**src/rtl/quadrature_generator.sv**
```systemverilog
// Rotary encoder emulator: drives a/b quadrature and button lines from detent commands
// and press requests, with optional contact-bounce injection on every line edge.
`timescale 1ns/1ps
module quadrature_generator #(
    parameter int PHASE_CYCLES  = 1000,
    parameter int PRESS_CYCLES  = 70000,
    parameter int BOUNCE_EDGES  = 0,
    parameter int BOUNCE_CYCLES = 8
) (
    input  logic       i_clock,
    input  logic       i_reset,
    input  logic       i_cmd_valid,
    output logic       o_cmd_ready,
    input  logic       i_cmd_dir,
    input  logic [7:0] i_cmd_steps,
    output logic       o_cmd_done,
    input  logic       i_press_req,
    output logic       o_press_busy,
    output logic       o_a,
    output logic       o_b,
    output logic       o_button
);

    localparam int PW = $clog2(PHASE_CYCLES);
    localparam int KW = $clog2(PRESS_CYCLES);
    localparam logic [PW-1:0] PHASE_LAST = PW'(PHASE_CYCLES - 2);
    localparam logic [KW-1:0] PRESS_LAST = KW'(PRESS_CYCLES - 1);

    typedef enum logic [2:0] {IDLE, LOAD, HOLD, STEP, DONE} rot_state_t;
    typedef enum logic [1:0] {P_IDLE, P_HIGH, P_GUARD} press_state_t;

    rot_state_t   r_rot_state;
    press_state_t r_press_state;
    logic          r_dir;
    logic [7:0]    r_steps;
    logic [9:0]    r_remain;
    logic [PW-1:0] r_phase_cnt;
    logic          r_cmd_ready;
    logic          r_cmd_done;
    logic [KW-1:0] r_press_cnt;
    logic          r_press_busy;

    // Line index: 0 = a, 1 = b, 2 = button.
    logic [2:0] w_toggle;
    logic [2:0] w_line;
    logic [1:0] w_ab_ideal;
    logic       w_accept;
    logic       w_step;
    logic       w_ab_equal;

    assign w_accept   = i_cmd_valid && r_cmd_ready;
    assign w_step     = ((r_rot_state == LOAD) && (r_steps != 8'd0)) ||
                        ((r_rot_state == STEP) && (r_remain != 10'd0));
    assign w_ab_equal = (w_ab_ideal[0] == w_ab_ideal[1]);

    // Up walks 00->10->11->01: toggle a when a==b, otherwise b. Down is the mirror.
    always_comb begin
        w_toggle    = 3'b000;
        w_toggle[0] = w_step && (r_dir ? w_ab_equal : !w_ab_equal);
        w_toggle[1] = w_step && (r_dir ? !w_ab_equal : w_ab_equal);
        w_toggle[2] = ((r_press_state == P_IDLE) && i_press_req) ||
                      ((r_press_state == P_HIGH) && (r_press_cnt == PRESS_LAST));
    end

    always_ff @(posedge i_clock or posedge i_reset) begin
        if (i_reset) begin
            r_rot_state <= IDLE;
            r_dir       <= 1'b0;
            r_steps     <= 8'd0;
            r_remain    <= 10'd0;
            r_phase_cnt <= '0;
            r_cmd_ready <= 1'b1;
            r_cmd_done  <= 1'b0;
        end else begin
            case (r_rot_state)
                IDLE: begin
                    if (w_accept) begin
                        r_dir       <= i_cmd_dir;
                        r_steps     <= i_cmd_steps;
                        r_cmd_ready <= 1'b0;
                        r_rot_state <= LOAD;
                    end
                end
                LOAD: begin
                    if (r_steps == 8'd0) begin
                        r_cmd_done  <= 1'b1;
                        r_cmd_ready <= 1'b1;
                        r_rot_state <= DONE;
                    end else begin
                        r_remain    <= {r_steps, 2'b00} - 10'd1;
                        r_phase_cnt <= '0;
                        r_rot_state <= HOLD;
                    end
                end
                HOLD: begin
                    if (r_phase_cnt == PHASE_LAST) begin
                        r_rot_state <= STEP;
                    end else begin
                        r_phase_cnt <= r_phase_cnt + 1'b1;
                    end
                end
                STEP: begin
                    // The last transition still gets a full phase hold before done.
                    if (r_remain == 10'd0) begin
                        r_cmd_done  <= 1'b1;
                        r_cmd_ready <= 1'b1;
                        r_rot_state <= DONE;
                    end else begin
                        r_remain    <= r_remain - 10'd1;
                        r_phase_cnt <= '0;
                        r_rot_state <= HOLD;
                    end
                end
                DONE: begin
                    r_cmd_done <= 1'b0;
                    if (w_accept) begin
                        r_dir       <= i_cmd_dir;
                        r_steps     <= i_cmd_steps;
                        r_cmd_ready <= 1'b0;
                        r_rot_state <= LOAD;
                    end else begin
                        r_rot_state <= IDLE;
                    end
                end
                default: begin
                    r_cmd_ready <= 1'b1;
                    r_cmd_done  <= 1'b0;
                    r_rot_state <= IDLE;
                end
            endcase
        end
    end

    always_ff @(posedge i_clock or posedge i_reset) begin
        if (i_reset) begin
            r_press_state <= P_IDLE;
            r_press_cnt   <= '0;
            r_press_busy  <= 1'b0;
        end else begin
            case (r_press_state)
                P_IDLE: begin
                    if (i_press_req) begin
                        r_press_busy  <= 1'b1;
                        r_press_cnt   <= '0;
                        r_press_state <= P_HIGH;
                    end
                end
                P_HIGH: begin
                    if (r_press_cnt == PRESS_LAST) begin
                        r_press_cnt   <= '0;
                        r_press_state <= P_GUARD;
                    end else begin
                        r_press_cnt <= r_press_cnt + 1'b1;
                    end
                end
                P_GUARD: begin
                    if (r_press_cnt == PRESS_LAST) begin
                        r_press_busy  <= 1'b0;
                        r_press_state <= P_IDLE;
                    end else begin
                        r_press_cnt <= r_press_cnt + 1'b1;
                    end
                end
                default: begin
                    r_press_busy  <= 1'b0;
                    r_press_state <= P_IDLE;
                end
            endcase
        end
    end

    generate
        for (genvar gi = 0; gi < 3; gi++) begin : g_line
            logic r_ideal;
            if (gi < 2) begin : g_ab
                assign w_ab_ideal[gi] = r_ideal;
            end
            if (BOUNCE_EDGES > 0) begin : g_bounce
                localparam int SW = $clog2(BOUNCE_CYCLES + 1);
                localparam int HW = $clog2(2 * BOUNCE_EDGES + 1);
                localparam logic [SW-1:0] SUB_LAST  = SW'(BOUNCE_CYCLES - 1);
                localparam logic [HW-1:0] HALF_LAST = HW'(2 * BOUNCE_EDGES - 1);
                logic          r_line;
                logic          r_active;
                logic [SW-1:0] r_sub;
                logic [HW-1:0] r_half;

                // r_ideal moves on the first edge so phase timing is unaffected;
                // r_line alternates new/old every BOUNCE_CYCLES, ending on new.
                always_ff @(posedge i_clock or posedge i_reset) begin
                    if (i_reset) begin
                        r_ideal  <= 1'b0;
                        r_line   <= 1'b0;
                        r_active <= 1'b0;
                        r_sub    <= '0;
                        r_half   <= '0;
                    end else if (w_toggle[gi]) begin
                        r_ideal  <= ~r_ideal;
                        r_line   <= ~r_ideal;
                        r_active <= 1'b1;
                        r_sub    <= '0;
                        r_half   <= '0;
                    end else if (r_active) begin
                        if (r_sub == SUB_LAST) begin
                            r_sub <= '0;
                            if (r_half == HALF_LAST) begin
                                r_active <= 1'b0;
                                r_line   <= r_ideal;
                            end else begin
                                r_half <= r_half + 1'b1;
                                r_line <= ~r_line;
                            end
                        end else begin
                            r_sub <= r_sub + 1'b1;
                        end
                    end
                end
                assign w_line[gi] = r_line;
            end else begin : g_clean
                always_ff @(posedge i_clock or posedge i_reset) begin
                    if (i_reset) begin
                        r_ideal <= 1'b0;
                    end else if (w_toggle[gi]) begin
                        r_ideal <= ~r_ideal;
                    end
                end
                assign w_line[gi] = r_ideal;
            end
        end
    endgenerate

    assign o_cmd_ready  = r_cmd_ready;
    assign o_cmd_done   = r_cmd_done;
    assign o_press_busy = r_press_busy;
    assign o_a          = w_line[0];
    assign o_b          = w_line[1];
    assign o_button     = w_line[2];

endmodule

```
**config.mk**
```make
export PLATFORM = sky130hd
export DESIGN_NAME = quadrature_generator
export DESIGN_NICKNAME = d
export VERILOG_FILES = /design/src/rtl/quadrature_generator.sv
export SDC_FILE = /design/constraint.sdc
export NUM_CORES = 1
export LEC_CHECK = 0
export BUFFER_PORTS_ARGS = -buffer_cell sky130_fd_sc_hd__buf_2
export CAP_MARGIN = 0
export CORE_ASPECT_RATIO = 0.75
export CORE_MARGIN = 3
export CORE_UTILIZATION = 40
export CTS_BUF_LIST = sky130_fd_sc_hd__clkbuf_4 sky130_fd_sc_hd__clkbuf_8 sky130_fd_sc_hd__clkbuf_16
export CTS_CLUSTER_DIAMETER = 80
export CTS_CLUSTER_SIZE = 28
export DETAILED_ROUTE_END_ITERATION = 12
export PLACE_DENSITY_LB_ADDON = 0.2
export SYNTH_ARGS = -nofsm -noshare
export SYNTH_HDL_FRONTEND = slang
export SYNTH_SLANG_ARGS = --single-unit
```
**constraint.sdc**
```tcl
create_clock -name i_clock -period 2.2 [get_ports i_clock]
set_input_delay 0.22 -clock i_clock [delete_from_list [all_inputs] [get_ports i_clock]]
set_output_delay 0.22 -clock i_clock [all_outputs]
set_load 0.01 [all_outputs]
```
**Yosys cells after proc, flatten, opt, wreduce, memory -nomap -nowiden**

Index checks and enable logic that the tools add are counted.

- Bits in registers: 57
- Logic and storage cells: 105

- Add/subtract/negate cells: 4
- Equal/unequal tests: 21
- Muxes and demuxes: 31
- Bitwise logic cells: 6
- Reductions and logical operators: 30

Operator list:

| operator | number |
|---|---|
| 17-bit 2-to-1 mux | 3 |
| 17-bit case mux with 3 select lines | 1 |
| 10-bit 2-to-1 mux | 5 |
| 10-bit case mux with 3 select lines | 1 |
| 10-bit case mux with 2 select lines | 1 |
| 10-bit by 1-bit subtractor with 10-bit output (second input constant) | 2 |
| 17-bit by 1-bit adder with 17-bit output (second input constant) | 1 |
| 17-bit == test (second input constant) | 1 |
| 2-bit != test (second input constant) | 8 |
| 3-bit case mux with 5 select lines | 1 |
| 3-bit AND reduction | 5 |
| 3-bit 2-to-1 mux | 4 |
| 10-bit by 1-bit adder with 10-bit output (second input constant) | 1 |
| 10-bit == test (second input constant) | 1 |
| 10-bit logical NOT | 1 |
| 10-bit nonzero test | 1 |
| 8-bit logical NOT | 1 |
| 1-bit 2-to-1 mux | 8 |
| 2-bit by 1-bit != test with 1-bit output (second input constant) | 4 |
| 4-bit AND reduction | 2 |
| 8-bit nonzero test | 1 |
| 1-bit logical AND | 7 |
| 3-bit by 2-bit == test with 1-bit output (second input constant) | 2 |
| 2-bit 2-to-1 mux | 3 |
| other kinds (17) | 27 |

**Longest topological paths before layout**

- Depth after elaboration: 4
- Depth in mapped cells: 9
- Gate-level depth less buffers: 7

**Worst setup path before layout**

OpenSTA, ideal clock, no wires.

- Path type: register to register
- From: register r_press_state[0]
- To: register r_press_cnt[15]
- Data arrival time: 1.715 ns
- Data required time: 2.074 ns
- Slack: 0.359 ns
- Stages on the path, launching flop included: 9
- Period minus slack after synthesis: 1.841 ns
- Cells stage by stage: dfrtp_1 > inv_1 > ha_1 > or2b_2 > nor2b_1 > o21a_1 > buf_4 > o311a_1 > a221o_1

- Cells in the longest elaborated chain, start to end: 3

RTL lines:

| element | RTL line | source |
|---|---|---|
| start: declaration | 33 | `press_state_t r_press_state;` |
| start signal: assignment | 136 | `r_press_state <= P_IDLE;` |
| start signal: assignment | 145 | `r_press_state <= P_HIGH;` |
| start signal: assignment | 151 | `r_press_state <= P_GUARD;` |
| 2-bit == test (tied with other cells) | 140 | `case (r_press_state)` |
| 2-bit != test (no source line) or 3-bit nonzero test (tied branches) | - |  |
| 3-bit AND reduction (no source line) | - |  |
| end signal: assignment | 153 | `r_press_cnt <= r_press_cnt + 1'b1;` |
| end signal: assignment | 161 | `r_press_cnt <= r_press_cnt + 1'b1;` |
| end: declaration | 40 | `logic [KW-1:0] r_press_cnt;` |

Parallel ways exist; a longest one is shown, timed or not.
A chain may end at the register's enable or synchronous reset.

**Worst setup path after layout**

- From: register r_press_state[0]
- To: register r_press_cnt[12]

The elaborated chain is that of the path after synthesis.

==> metrics.txt <==
# TYPE chip_impl_metric gauge
chip_impl_info{name="run_status",value="complete, no violations"} 1
chip_impl_metric{name="synth_seq_cells",unit=""} 57
chip_impl_metric{name="post-place-ws",unit="ns"} 0.0763
chip_impl_metric{name="n_antenna_cell",unit=""} 0
chip_impl_metric{name="setup_total_negative_slack",unit="ns"} 0
chip_impl_metric{name="dpl.hpwl",unit="microns"} 5120
chip_impl_metric{name="post-synth-top-area-fraction",unit=""} 0.410
chip_impl_metric{name="num_io_pins",unit=""} 19
chip_impl_metric{name="netlist_area",unit="sq um"} 3420
chip_impl_metric{name="drt-wirelength-per-cell",unit="microns"} 14.7
chip_impl_metric{name="fin_cells",unit=""} 499
chip_impl_info{name="ys_top_cells_by_count",value="sky130_fd_sc_hd__dfrtp_1, sky130_fd_sc_hd__nand2_1, sky130_fd_sc_hd__a21oi_1, sky130_fd_sc_hd__o21ai_0, sky130_fd_sc_hd__nor2_1"} 1
chip_impl_metric{name="dr.first_iter.drc_count",unit=""} 141
chip_impl_metric{name="critical_path_arrival",unit="ns"} 2.27
chip_impl_metric{name="crit_cells",unit=""} 7
chip_impl_metric{name="clk_transition_reported_paths",unit="ns"} 0.05
chip_impl_metric{name="port_buffers",unit=""} 18
chip_impl_metric{name="sequential_power_share",unit=""} 0.355
chip_impl_metric{name="die_area",unit="sq um"} 9710
chip_impl_info{name="cts_tree",value="built"} 1
chip_impl_metric{name="synth.yosys.warnings",unit=""} 0
chip_impl_metric{name="clk_latency_worst_skew_pair",unit="ns"} 0.33
chip_impl_info{name="crit_slowest_cell",value="sky130_fd_sc_hd__or4_1"} 1
chip_impl_metric{name="clock_sink_count",unit=""} 57
chip_impl_metric{name="wl",unit="microns"} 7360
chip_impl_metric{name="cts_inserted_buffers",unit=""} 9
chip_impl_info{name="netlist_top_cells_area",value="sky130_fd_sc_hd__dfrtp_1, sky130_fd_sc_hd__nand2_1, sky130_fd_sc_hd__a21oi_1"} 1
chip_impl_info{name="worstSetupStartpoint",value="r_press_state[0]"} 1
chip_impl_info{name="yosys.cell_count.top_type",value="sky130_fd_sc_hd__dfrtp_1"} 1
chip_impl_metric{name="post_synth_inst_count",unit=""} 361
chip_impl_metric{name="comb_power_share",unit=""} 0.173
chip_impl_metric{name="timing.slew.headroom",unit=""} 0.668
chip_impl_metric{name="height_of_the_chip",unit="microns"} 86.1
chip_impl_metric{name="residual_drc_count",unit=""} 0
chip_impl_metric{name="largest_net_degree_at_the_start_of_global_routing",unit=""} 58
chip_impl_metric{name="max_clock_freq",unit="MHz"} 499
chip_impl_metric{name="post-route-worst-setup-slack",unit="ns"} 0.197
chip_impl_metric{name="grt_pass1_vias",unit=""} 2665
chip_impl_metric{name="final-setup-viol-count",unit=""} 0
chip_impl_metric{name="mappedNetlistNets",unit=""} 383
chip_impl_metric{name="switching_power_as_a_share_of_total_power",unit=""} 0.271
chip_impl_metric{name="drive_gt1_frac",unit=""} 0.218
chip_impl_metric{name="netsw",unit="uW"} 862
chip_impl_metric{name="grt.overflow.total",unit=""} 0
chip_impl_info{name="crit_end",value="r_press_cnt[12]"} 1
chip_impl_metric{name="area_delta_synth_final",unit="%"} 17.4
chip_impl_metric{name="fp-row-count",unit=""} 28
chip_impl_info{name="worst_path_dominant_cell_family",value="simple AND/OR/NAND/NOR gates"} 1
chip_impl_metric{name="power",unit="mW"} 3.18
chip_impl_metric{name="power.density_cell_area",unit="nW/um^2"} 792
chip_impl_metric{name="ant_nets",unit=""} 0
chip_impl_metric{name="finalCriticalPeriod",unit="ns"} 2.00
chip_impl_metric{name="peakVddDrop",unit="mV"} 0.595
chip_impl_metric{name="sequential_cell_area_fraction_in_the_yosys_report",unit=""} 0.417
chip_impl_metric{name="via_per_inst",unit=""} 5.43
chip_impl_metric{name="required",unit="ns"} 2.47
chip_impl_metric{name="antenna_found_initial",unit=""} 0
chip_impl_info{name="crit-reg2reg-launch",value="r_press_state[0]"} 1
chip_impl_info{name="crit-reg2reg-capture",value="r_press_cnt[12]"} 1
chip_impl_metric{name="maximum_capacitance_violations",unit=""} 0
chip_impl_info{name="root_buffer",value="sky130_fd_sc_hd__clkbuf_16"} 1
chip_impl_metric{name="delay_contributed_by_the_slowest_stage_of_the_critical_path",unit="ns"} 0.54
chip_impl_metric{name="path_buf_inv",unit=""} 1
chip_impl_metric{name="p_leak",unit="nW"} 1.74
chip_impl_metric{name="clk_path_buf_depth",unit=""} 2
chip_impl_metric{name="placed_cells",unit=""} 481
chip_impl_info{name="critPathCaptureType",value="flip-flop"} 1
chip_impl_info{name="crit_type",value="flip-flop to flip-flop"} 1
chip_impl_metric{name="floorplan_die_width",unit="microns"} 113
chip_impl_info{name="worst_setup_path_start_kind",value="flip-flop"} 1
chip_impl_metric{name="clock_power_share",unit=""} 0.472
chip_impl_info{name="yosys_most_used_dff",value="sky130_fd_sc_hd__dfrtp_1"} 1
chip_impl_metric{name="route.vias.total",unit=""} 2709
chip_impl_metric{name="grt_pass1_wl",unit="microns"} 13000
chip_impl_metric{name="final_max_slew_viol_count",unit=""} 0
chip_impl_metric{name="final.period_utilization",unit=""} 0.911
chip_impl_metric{name="start_util",unit=""} 0.423
chip_impl_metric{name="timing.reg2reg.worst_path_depth",unit=""} 7
chip_impl_metric{name="core_box_area",unit="sq um"} 8090
chip_impl_metric{name="syn_avg_cell_area",unit="sq um"} 9.48
chip_impl_metric{name="globalplace.congestion",unit=""} 0.795
chip_impl_metric{name="clock_skew",unit="ns"} 0.00394
chip_impl_metric{name="setup_slack_reg_to_reg",unit="ns"} 0.20
chip_impl_metric{name="nNetsFinal",unit=""} 411
chip_impl_metric{name="track_usage",unit=""} 0.169
chip_impl_metric{name="drtPass1Iterations",unit=""} 4
chip_impl_metric{name="highest_fanout_seen_on_the_critical_path",unit=""} 11
chip_impl_metric{name="h_tree_depth",unit=""} 3
chip_impl_info{name="synth.largest_area_cell",value="sky130_fd_sc_hd__dfrtp_1"} 1
chip_impl_metric{name="final-hold-violation-count",unit=""} 0
chip_impl_metric{name="synthArstFlopShare",unit=""} 1.00
chip_impl_info{name="grt_setup_unrepaired",value="false"} 1
chip_impl_info{name="holdCritPathClass",value="input pin to flip-flop"} 1
chip_impl_metric{name="synth_edf_count",unit=""} 0
chip_impl_info{name="worstPathCellList",value="inv_1, ha_1, or2b_2, nor2b_1, o21ai_2, or4_1, nand3_1"} 1
chip_impl_metric{name="worstMarginPinSlew",unit="ns"} 0.491
chip_impl_metric{name="post_synth_num_cell_types",unit=""} 77
chip_impl_metric{name="intPower",unit="mW"} 2.32
worst min path at each step:
stage                   end      startpoint  slack (ns)  cells past startpoint
5_1_grt          r_steps[3]  i_cmd_steps[3]        0.12                      2
3_3_place_gp   o_press_busy         i_reset        0.30                      3
4_1_cts          r_steps[1]  i_cmd_steps[1]         0.1                      3
2_1_floorplan    r_steps[0]  i_cmd_steps[0]        0.34                      2
6_report         r_steps[1]  i_cmd_steps[1]        0.10                      3
3_5_place_dp       o_button         i_reset        0.30                      3
through the flow:
step | utilization | hold slack [ns] | cell area [sq um]
2_1_floorplan | - | 0.337 | 3420
3_3_place_gp | 0.452 | 0.303 | 3660
3_5_place_dp | 0.452 | 0.302 | 3660
4_1_cts | 0.493 | 0.0964 | 3990
5_1_grt | 0.496 | 0.119 | 4020
6_report | 0.496 | 0.102 | 4020
cells in the final DEF (no fill, tap or decap), types with 9 or more instances in the layout:
cell	Yosys	routed
sky130_fd_sc_hd__nand2_1	38	38
sky130_fd_sc_hd__nand3_1	12	12
sky130_fd_sc_hd__o21ai_0	25	25
sky130_fd_sc_hd__buf_4	3	11
sky130_fd_sc_hd__buf_2	3	18
sky130_fd_sc_hd__dfrtp_1	56	56
sky130_fd_sc_hd__a21oi_1	26	26
sky130_fd_sc_hd__nor2_1	21	21
sky130_fd_sc_hd__clkbuf_16	0	9
sky130_fd_sc_hd__inv_1	20	19
sky130_fd_sc_hd__ha_1	9	9
timing repair:
item,in CTS,in global routing
resized for setup,0,3
hold buffers,1,0
endpoints found under the setup margin,0,11
setup buffers,0,1
hold endpoints to repair,56,0
power groups by stage:
stage	Sequential (mW)	Clock, mW	Combinational (mW)
after detailed placement	1.15	0	0.496
after global placement	1.14	0	0.491
final	1.13	1.50	0.550
after global routing	1.14	1.58	0.615
after CTS	1.13	1.53	0.501
after floorplan	1.15	0	0.390
state kept, by name (all words and copies together), names as in the netlist, 2 cells and up:
name	flops
r_remain	10
r_press_state	2
r_press_cnt	17
r_steps	8
r_phase_cnt	10
r_rot_state	3
worst register-to-register path, delay by kind of cell, from the launching register on:
kind	cells	cell delay (ns)
adder cells (fa/ha/maj)	1	0.25
flip-flops	1	0.37
AO/OA/AOI/OAI	1	0.19
AND/OR/NAND/NOR	4	1.07
buffers and inverters	1	0.07
metal layers:
metal	up-vias	wire length, microns	GRT usage
li1	1378	-	-
met1	1287	3790	0.229
met2	34	3210	0.258
met3	10	245	0.0487
met4	0	113	0.0600
met5	-	0	0
logic make-up (layout without fill, tap and decap cells):
| kind of cell | after synthesis | count (layout) | share of synthesized area |
|---|---|---|---|
| xor gates and xnor gates | 9 | 9 | 0.0230 |
| AOI/OAI and AO/OA | 99 | 99 | 0.197 |
| and+or+nand+nor | 140 | 140 | 0.242 |
| muxes | 11 | 11 | 0.0351 |
| buffers and inverters | 36 | 69 | 0.0530 |
| DFF | 57 | 57 | 0.417 |
| adders and majority gates | 9 | 9 | 0.0329 |
area by class of cell:
cell class | count | area (sq um)
clock buffer | 9 | 225
clock inverter | 7 | 95.1
fill | 729 | 4080
inverter | 20 | 75.1
multi-input combinational | 268 | 1820
sequential | 57 | 1430
tap | 105 | 131
timing repair buffer | 33 | 243
(Power assumes the default switching activity.)
